**config.mk**
```make
export PLATFORM = sky130hd
export DESIGN_NAME = board_memory_wb
export DESIGN_NICKNAME = d
export VERILOG_FILES = /design/src/rtl/board_pkg.sv /design/src/rtl/board_sweep_ctrl.sv /design/src/rtl/board_memory_wb.sv
export SDC_FILE = /design/constraint.sdc
export NUM_CORES = 2
export LEC_CHECK = 0
export CORE_AREA = 2 2 444 446
export CTS_CLUSTER_DIAMETER = 30
export CTS_CLUSTER_SIZE = 8
export DETAILED_ROUTE_END_ITERATION = 12
export DIE_AREA = 0 0 446 448
export PLACE_DENSITY = 0.65
export SYNTH_ARGS = -nofsm -noshare
export SYNTH_HDL_FRONTEND = slang
export SYNTH_SLANG_ARGS = --single-unit
```
**constraint.sdc**
```tcl
create_clock -name CLK_I -period 12.8 [get_ports CLK_I]
set_input_delay 1.92 -clock CLK_I [delete_from_list [all_inputs] [get_ports CLK_I]]
set_output_delay 1.92 -clock CLK_I [all_outputs]
set_load 0.02 [all_outputs]
```
**src/rtl/board_pkg.sv**
```systemverilog
// Shared types and constants for the minefield board store.
package board_pkg;

  // One board cell, MSB first.
  typedef struct packed {
    logic       mine;
    logic       flag;
    logic       defused;
    logic [3:0] mine_ind;
    logic       spare;
  } field_t;

  localparam int DEF_ROWS = 16;
  localparam int DEF_COLS = 16;

  // SEL_I masks that touch exactly one field of field_t.
  localparam logic [7:0] MINE_MASK     = 8'h80;
  localparam logic [7:0] FLAG_MASK     = 8'h40;
  localparam logic [7:0] DEFUSED_MASK  = 8'h20;
  localparam logic [7:0] MINE_IND_MASK = 8'h1E;
  localparam logic [7:0] SPARE_MASK    = 8'h01;

  typedef enum logic {
    ST_IDLE  = 1'b0,
    ST_SWEEP = 1'b1
  } sweep_state_e;

endpackage

```
**src/rtl/board_sweep_ctrl.sv**
```systemverilog
// Board clear sequencer: walks every cell once, row-major, col fastest.
module board_sweep_ctrl
  import board_pkg::*;
#(
  parameter int ROWS  = DEF_ROWS,
  parameter int COLS  = DEF_COLS,
  parameter int ROW_W = $clog2(ROWS),
  parameter int COL_W = $clog2(COLS)
) (
  input  logic             clk,
  input  logic             rst_n,
  input  logic             clear_i,
  output logic             idle_o,
  output logic             busy_o,
  output logic             done_o,
  output logic [ROW_W-1:0] row_o,
  output logic [COL_W-1:0] col_o
);

  localparam int CELLS = ROWS * COLS;
  localparam int IDX_W = $clog2(CELLS);

  sweep_state_e     state_q, state_d;
  logic [IDX_W-1:0] idx_q, idx_d;
  logic             done_d;
  logic             last;

  assign last   = (idx_q == IDX_W'(CELLS - 1));
  assign idle_o = (state_q == ST_IDLE);
  assign busy_o = (state_q == ST_SWEEP);
  // Constant divisor, so this folds to plain wiring when COLS is a power of two.
  assign row_o  = ROW_W'(idx_q / IDX_W'(COLS));
  assign col_o  = COL_W'(idx_q % IDX_W'(COLS));

  // State, index and done pulse registers.
  always_ff @(posedge clk or negedge rst_n) begin
    if (!rst_n) begin
      state_q <= ST_IDLE;
      idx_q   <= '0;
      done_o  <= 1'b0;
    end else begin
      state_q <= state_d;
      idx_q   <= idx_d;
      done_o  <= done_d;
    end
  end

  // Next state: clear_i only matters in IDLE, so a sweep is never restarted.
  always_comb begin
    state_d = state_q;
    idx_d   = idx_q;
    done_d  = 1'b0;
    case (state_q)
      ST_IDLE: begin
        if (clear_i) begin
          state_d = ST_SWEEP;
          idx_d   = '0;
        end
      end
      ST_SWEEP: begin
        if (last) begin
          state_d = ST_IDLE;
          idx_d   = '0;
          done_d  = 1'b1;
        end else begin
          idx_d = idx_q + 1'b1;
        end
      end
    endcase
  end

endmodule

```
**src/rtl/board_memory_wb.sv**
```systemverilog
// Wishbone-slave minefield store with masked writes, range check,
// hardware sweep and a separate registered display read port.
module board_memory_wb
  import board_pkg::*;
#(
  parameter int         ROWS      = DEF_ROWS,
  parameter int         COLS      = DEF_COLS,
  parameter int         ROW_W     = $clog2(ROWS),
  parameter int         COL_W     = $clog2(COLS),
  parameter logic [7:0] CLEAR_VAL = 8'h00
) (
  input  logic                   CLK_I,
  input  logic                   RST_NI,
  input  logic [ROW_W+COL_W-1:0] ADR_I,
  input  logic [7:0]             DAT_I,
  input  logic [7:0]             SEL_I,
  input  logic                   WE_I,
  input  logic                   CYC_I,
  input  logic                   STB_I,
  output logic [7:0]             DAT_O,
  output logic                   ACK_O,
  output logic                   ERR_O,
  input  logic                   clear_i,
  output logic                   busy_o,
  output logic                   done_o,
  input  logic [ROW_W-1:0]       disp_row_i,
  input  logic [COL_W-1:0]       disp_col_i,
  output logic [7:0]             disp_data_o
);

  logic [7:0]       mem [ROWS][COLS];

  logic [ROW_W-1:0] wb_row, sw_row;
  logic [COL_W-1:0] wb_col, sw_col;
  logic             wb_ok, disp_ok, idle, accept;

  assign wb_row  = ADR_I[ROW_W+COL_W-1:COL_W];
  assign wb_col  = ADR_I[COL_W-1:0];
  assign wb_ok   = (int'(wb_row) < ROWS) && (int'(wb_col) < COLS);
  assign disp_ok = (int'(disp_row_i) < ROWS) && (int'(disp_col_i) < COLS);

  // A clear request in the same cycle takes priority; the bus request just waits.
  assign accept  = CYC_I & STB_I & ~ACK_O & ~ERR_O & idle & ~clear_i;

  board_sweep_ctrl #(
    .ROWS (ROWS),
    .COLS (COLS),
    .ROW_W(ROW_W),
    .COL_W(COL_W)
  ) u_sweep (
    .clk    (CLK_I),
    .rst_n  (RST_NI),
    .clear_i(clear_i),
    .idle_o (idle),
    .busy_o (busy_o),
    .done_o (done_o),
    .row_o  (sw_row),
    .col_o  (sw_col)
  );

  // Cell array: sweep and bus writes never coincide since the bus only
  // gets in while the sweeper is idle. No reset, so an aborted sweep
  // leaves whatever it already cleared.
  always_ff @(posedge CLK_I) begin
    if (busy_o)
      mem[sw_row][sw_col] <= CLEAR_VAL;
    else if (accept && wb_ok && WE_I)
      mem[wb_row][wb_col] <= (mem[wb_row][wb_col] & ~SEL_I) | (DAT_I & SEL_I);
  end

  // Bus termination and read data; out-of-range leaves DAT_O untouched.
  always_ff @(posedge CLK_I or negedge RST_NI) begin
    if (!RST_NI) begin
      ACK_O <= 1'b0;
      ERR_O <= 1'b0;
      DAT_O <= 8'h00;
    end else begin
      ACK_O <= accept & wb_ok;
      ERR_O <= accept & ~wb_ok;
      if (accept && wb_ok && !WE_I)
        DAT_O <= mem[wb_row][wb_col];
    end
  end

  // Display port: plain registered read, sees pre-write data on a collision.
  always_ff @(posedge CLK_I or negedge RST_NI) begin
    if (!RST_NI)
      disp_data_o <= 8'h00;
    else
      disp_data_o <= disp_ok ? mem[disp_row_i][disp_col_i] : 8'h00;
  end

endmodule

```
==> run summary <==
The number of global-route vias before repair is 56900. The buffer levels on the longest clock path is 4. For this run, the top clock speed supported by timing is 0.130 GHz. STA classifies the critical path startpoint as a primary input. The number of CTS-inserted buffers is 446. The HPWL reported at the end of detailed placement is 190000 µm. The multi-input combinational cells in the finished layout cover a total of 33100 µm². The pin count of the biggest net entering global routing is 217. The utilization after layout is 0.590.

The final antenna-violating net count is 0. The power per standard cell area came out at 175 nW/µm². The most instantiated flip-flop cell in the synthesis netlist is edfxtp_1.

The number of enable-type register cells in the synthesized netlist is 2048. The core footprint is 195000 µm². The number of detailed-route iterations in the first pass came out at 8. The worst endpoint required time came out at 13.14 ns. The number of setup buffers added after CTS came out at 0. The run finished with clean final reports.

The layout has 13900 filler cells. The net count of the finished layout is 5192. The share of the synthesized area in the top cell type is 0.633. The final standard cell count with taps included and fillers excluded came out at 8039. The static leakage came out at 0.0409 µW. Data arrives at the worst endpoint at 8.02 ns. The share of synthesized registers carrying an async set or reset is 0.0130. The final total negative setup slack is 0 ns.

The worst-margin pin slew is 1.49 ns. The routed design has 305000 µm of wire. The maximum fanout encountered on the critical timing path is 216. The first-pass GRT wire length is 431000 µm. After detailed placement, the total cell area comes to 100000 µm². The number of clock sinks seen by CTS is 2075. After synthesis the netlist holds a flip-flop and latch count of 2075. The full die area is 200000 µm². The total nets after synthesis came out at 4988. During synthesis, Yosys emitted a total of 0 warnings. The post-detailed-route wirelength per cell is 38.0 µm.

The layout overhead on the synthesized area came out at 18.1%. The number of standard cells after synthesis came out at 4946. The cell count after placement is 7244. The via density per instance is 7.05. Setup repair after global routing left no endpoint under its margin. Of the cells placed in the final design, the portion with a size suffix greater than 1 is 0.349. The effective utilization at floorplan is 0.499.

The via count of the routed design is 56600. For this design, the CTS-stage hold fixing added 0 buffers. The top cell types in the final layout, fill and taps aside, are 2048 x edfxtp_1, 1065 x mux4_2, 451 x clkbuf_16. The worst setup path is captured at a flop. The critical path class is primary input to flop.

The total non-filler cell area in the finished layout came out at 115000 µm². Across the whole layout, storage elements account for 62200 µm². The global-route usage over all layers is 0.308. Global routing finished with a remaining overflow of 0. The congestion estimate from routability-driven global placement came to 0.919. The cell area that synthesis handed to floorplanning was 97100 µm². The peak supply drop came out at 0.000181 V. By area the synthesized netlist is led by edfxtp_1 63%, mux4_2 25%, mux2i_1 2.2%, nor2_1 1.2%, a22oi_1 1.1%. The number of levels the H-tree was split into came out at 5. In this run the horizontal extent of the chip is 446 µm. The count of standard-cell rows came out at 162.

The distinct cell type count of the synthesized netlist is 68. Pin placement for this block handled 58 I/O pins. The design draws 20100 µW. The library cell used most frequently in the layout, excluding fill and tap cells, is edfxtp_1. TritonCTS built the clock tree. The largest area contributor in the netlist is edfxtp_1.

The worst path needs 7.68 ns of the cycle, external delays included. The initial antenna violation count is 10. The sequential-to-total area share from yosys stat came out at 0.640. Across the routed clock network, the largest skew measured is 0.0839 ns. The post-cts resize count came out at 0.

The count of unresolved DRC violations after routing is 0. The count of input and output buffers came out at 56. The number of max-cap violations is 0.

The cell sitting at the root of the clock tree is a clkbuf_16. The die extent in y came out at 448 µm. Setup violations remaining at the end of the flow were counted as 0.

After clock tree synthesis, the clock-pin slew on the worst setup and hold paths is 0.05 ns. For this block, the initial DRC count from the detailed router was 8687. The worst slew slack as a fraction of its limit is 0.00609. The max-slew violation count is 0.

The source-to-sink clock delay at the later pin of the worst-skew pair is 1.01 ns. The final hold violation count was 0. The mean area per synthesized cell came out at 19.6 µm². Dividing the final minimum period by the clock period gives 0.600. The path class of the tightest hold or removal check is flop to flop.
cell families after synthesis:
kind of cell / Yosys count / share of synthesized area
flip-flops: 2075 / 0.640
multiplexers: 1321 / 0.274
AND/OR/NAND/NOR: 692 / 0.0324
AO/OA/AOI/OAI: 430 / 0.0312
buffers and inverters: 420 / 0.0214
adder cells (fa/ha/maj): 4 / 0.000515
XOR/XNOR: 3 / 0.000271
other: 1 / 0.0000386
worst paths after layout:
check	startpoint	end	slack (ns)	cells after the start
setup / recovery	ADR_I[5]	mem[13][125]$_DFFE_PP_	5.12	11
hold reg to reg	u_sweep.idx_q[5]$_DFFE_PN0P_	u_sweep.idx_q[5]$_DFFE_PN0P_	0.59	1
hold / removal	u_sweep.idx_q[5]$_DFFE_PN0P_	u_sweep.idx_q[5]$_DFFE_PN0P_	0.59	1
max in group asynchronous	RST_NI	u_sweep.busy_o$_DFF_PN0_	11.03	1
min in group asynchronous	RST_NI	disp_data_o[3]$_DFF_PN0_	1.09	1
setup reg to reg	mem[7][13]$_DFFE_PP_	mem[13][125]$_DFFE_PP_	7.51	7
where the power goes:
part           internal [µW]  leakage (µW)  total [µW]  switching [µW]
combinational            418        0.0111        1430            1010
clock                   7540       0.00704       11100            3590
sequential              7480        0.0228        7530            49.8
cell type report:
class / instances / area share
antenna: 3 / 0.0000654
inverter: 12 / 0.000414
multi-input combinational: 2451 / 0.289
timing repair buffer: 164 / 0.0143
clock buffer: 522 / 0.101
sequential: 2075 / 0.542
clock inverter: 270 / 0.0258
tap: 2542 / 0.0277
routing by layer:
| layer | global-route usage | vias to the layer above | routed length, µm |
|---|---|---|---|
| met3 | 0.0775 | 650 | 35800 |
| met1 | 0.425 | 30100 | 113000 |
| met5 | 0 | - | 67 |
| met2 | 0.469 | 3944 | 142000 |
| met4 | 0.136 | 6 | 14700 |
| li1 | - | 21900 | - |
cells in the mapped netlist, types with 6 or more instances:
cell,number
a211oi_1,19
dfrtp_1,27
nor2_1,323
mux4_2,1065
buf_2,126
a41oi_1,13
nand3_1,116
a22o_1,17
mux2_1,17
nand2b_1,16
a22oi_1,146
o211ai_1,13
nor2b_1,20
nand2_1,116
buf_4,40
a221o_1,10
nor3_1,15
inv_1,11
a221oi_1,11
edfxtp_1,2048
clkbuf_1,175
o21ai_0,44
mux2_2,28
and2_1,9
a31oi_1,32
nand4_1,23
or3_1,9
o21ai_1,13
o221ai_1,9
o22ai_1,42
buf_1,42
a2111oi_0,6
buf_6,24
nor3b_1,10
mux2i_1,211
a21oi_1,33
sequential cells by signal, indices dropped and copies added (netlist names):
name            count
disp_data_o         8
mem              2048
ACK_O               1
u_sweep.busy_o      1
u_sweep.idx_q       8
DAT_O               8
u_sweep.done_o      1
stage by stage:
stage | setup WS (ns) | hold WS [ns]
2_1_floorplan | -0.170 | 0.519
3_3_place_gp | 4.40 | 0.570
3_5_place_dp | 4.24 | 0.567
4_1_cts | 5.27 | 0.569
5_1_grt | 5.03 | 0.614
6_report | 5.12 | 0.585
critical path: stages:
cell and delay, ns:
buf_8 0.51, buf_4 0.58, buf_4 0.64, mux4_2 0.59, mux2i_1 0.44, nor2_1 0.09, a2111oi_0 0.45, nand4_1 0.43
a41oi_1 0.69, a31oi_4 0.56, buf_12 0.43
No activity file was read; power rests on OpenSTA's default activity.
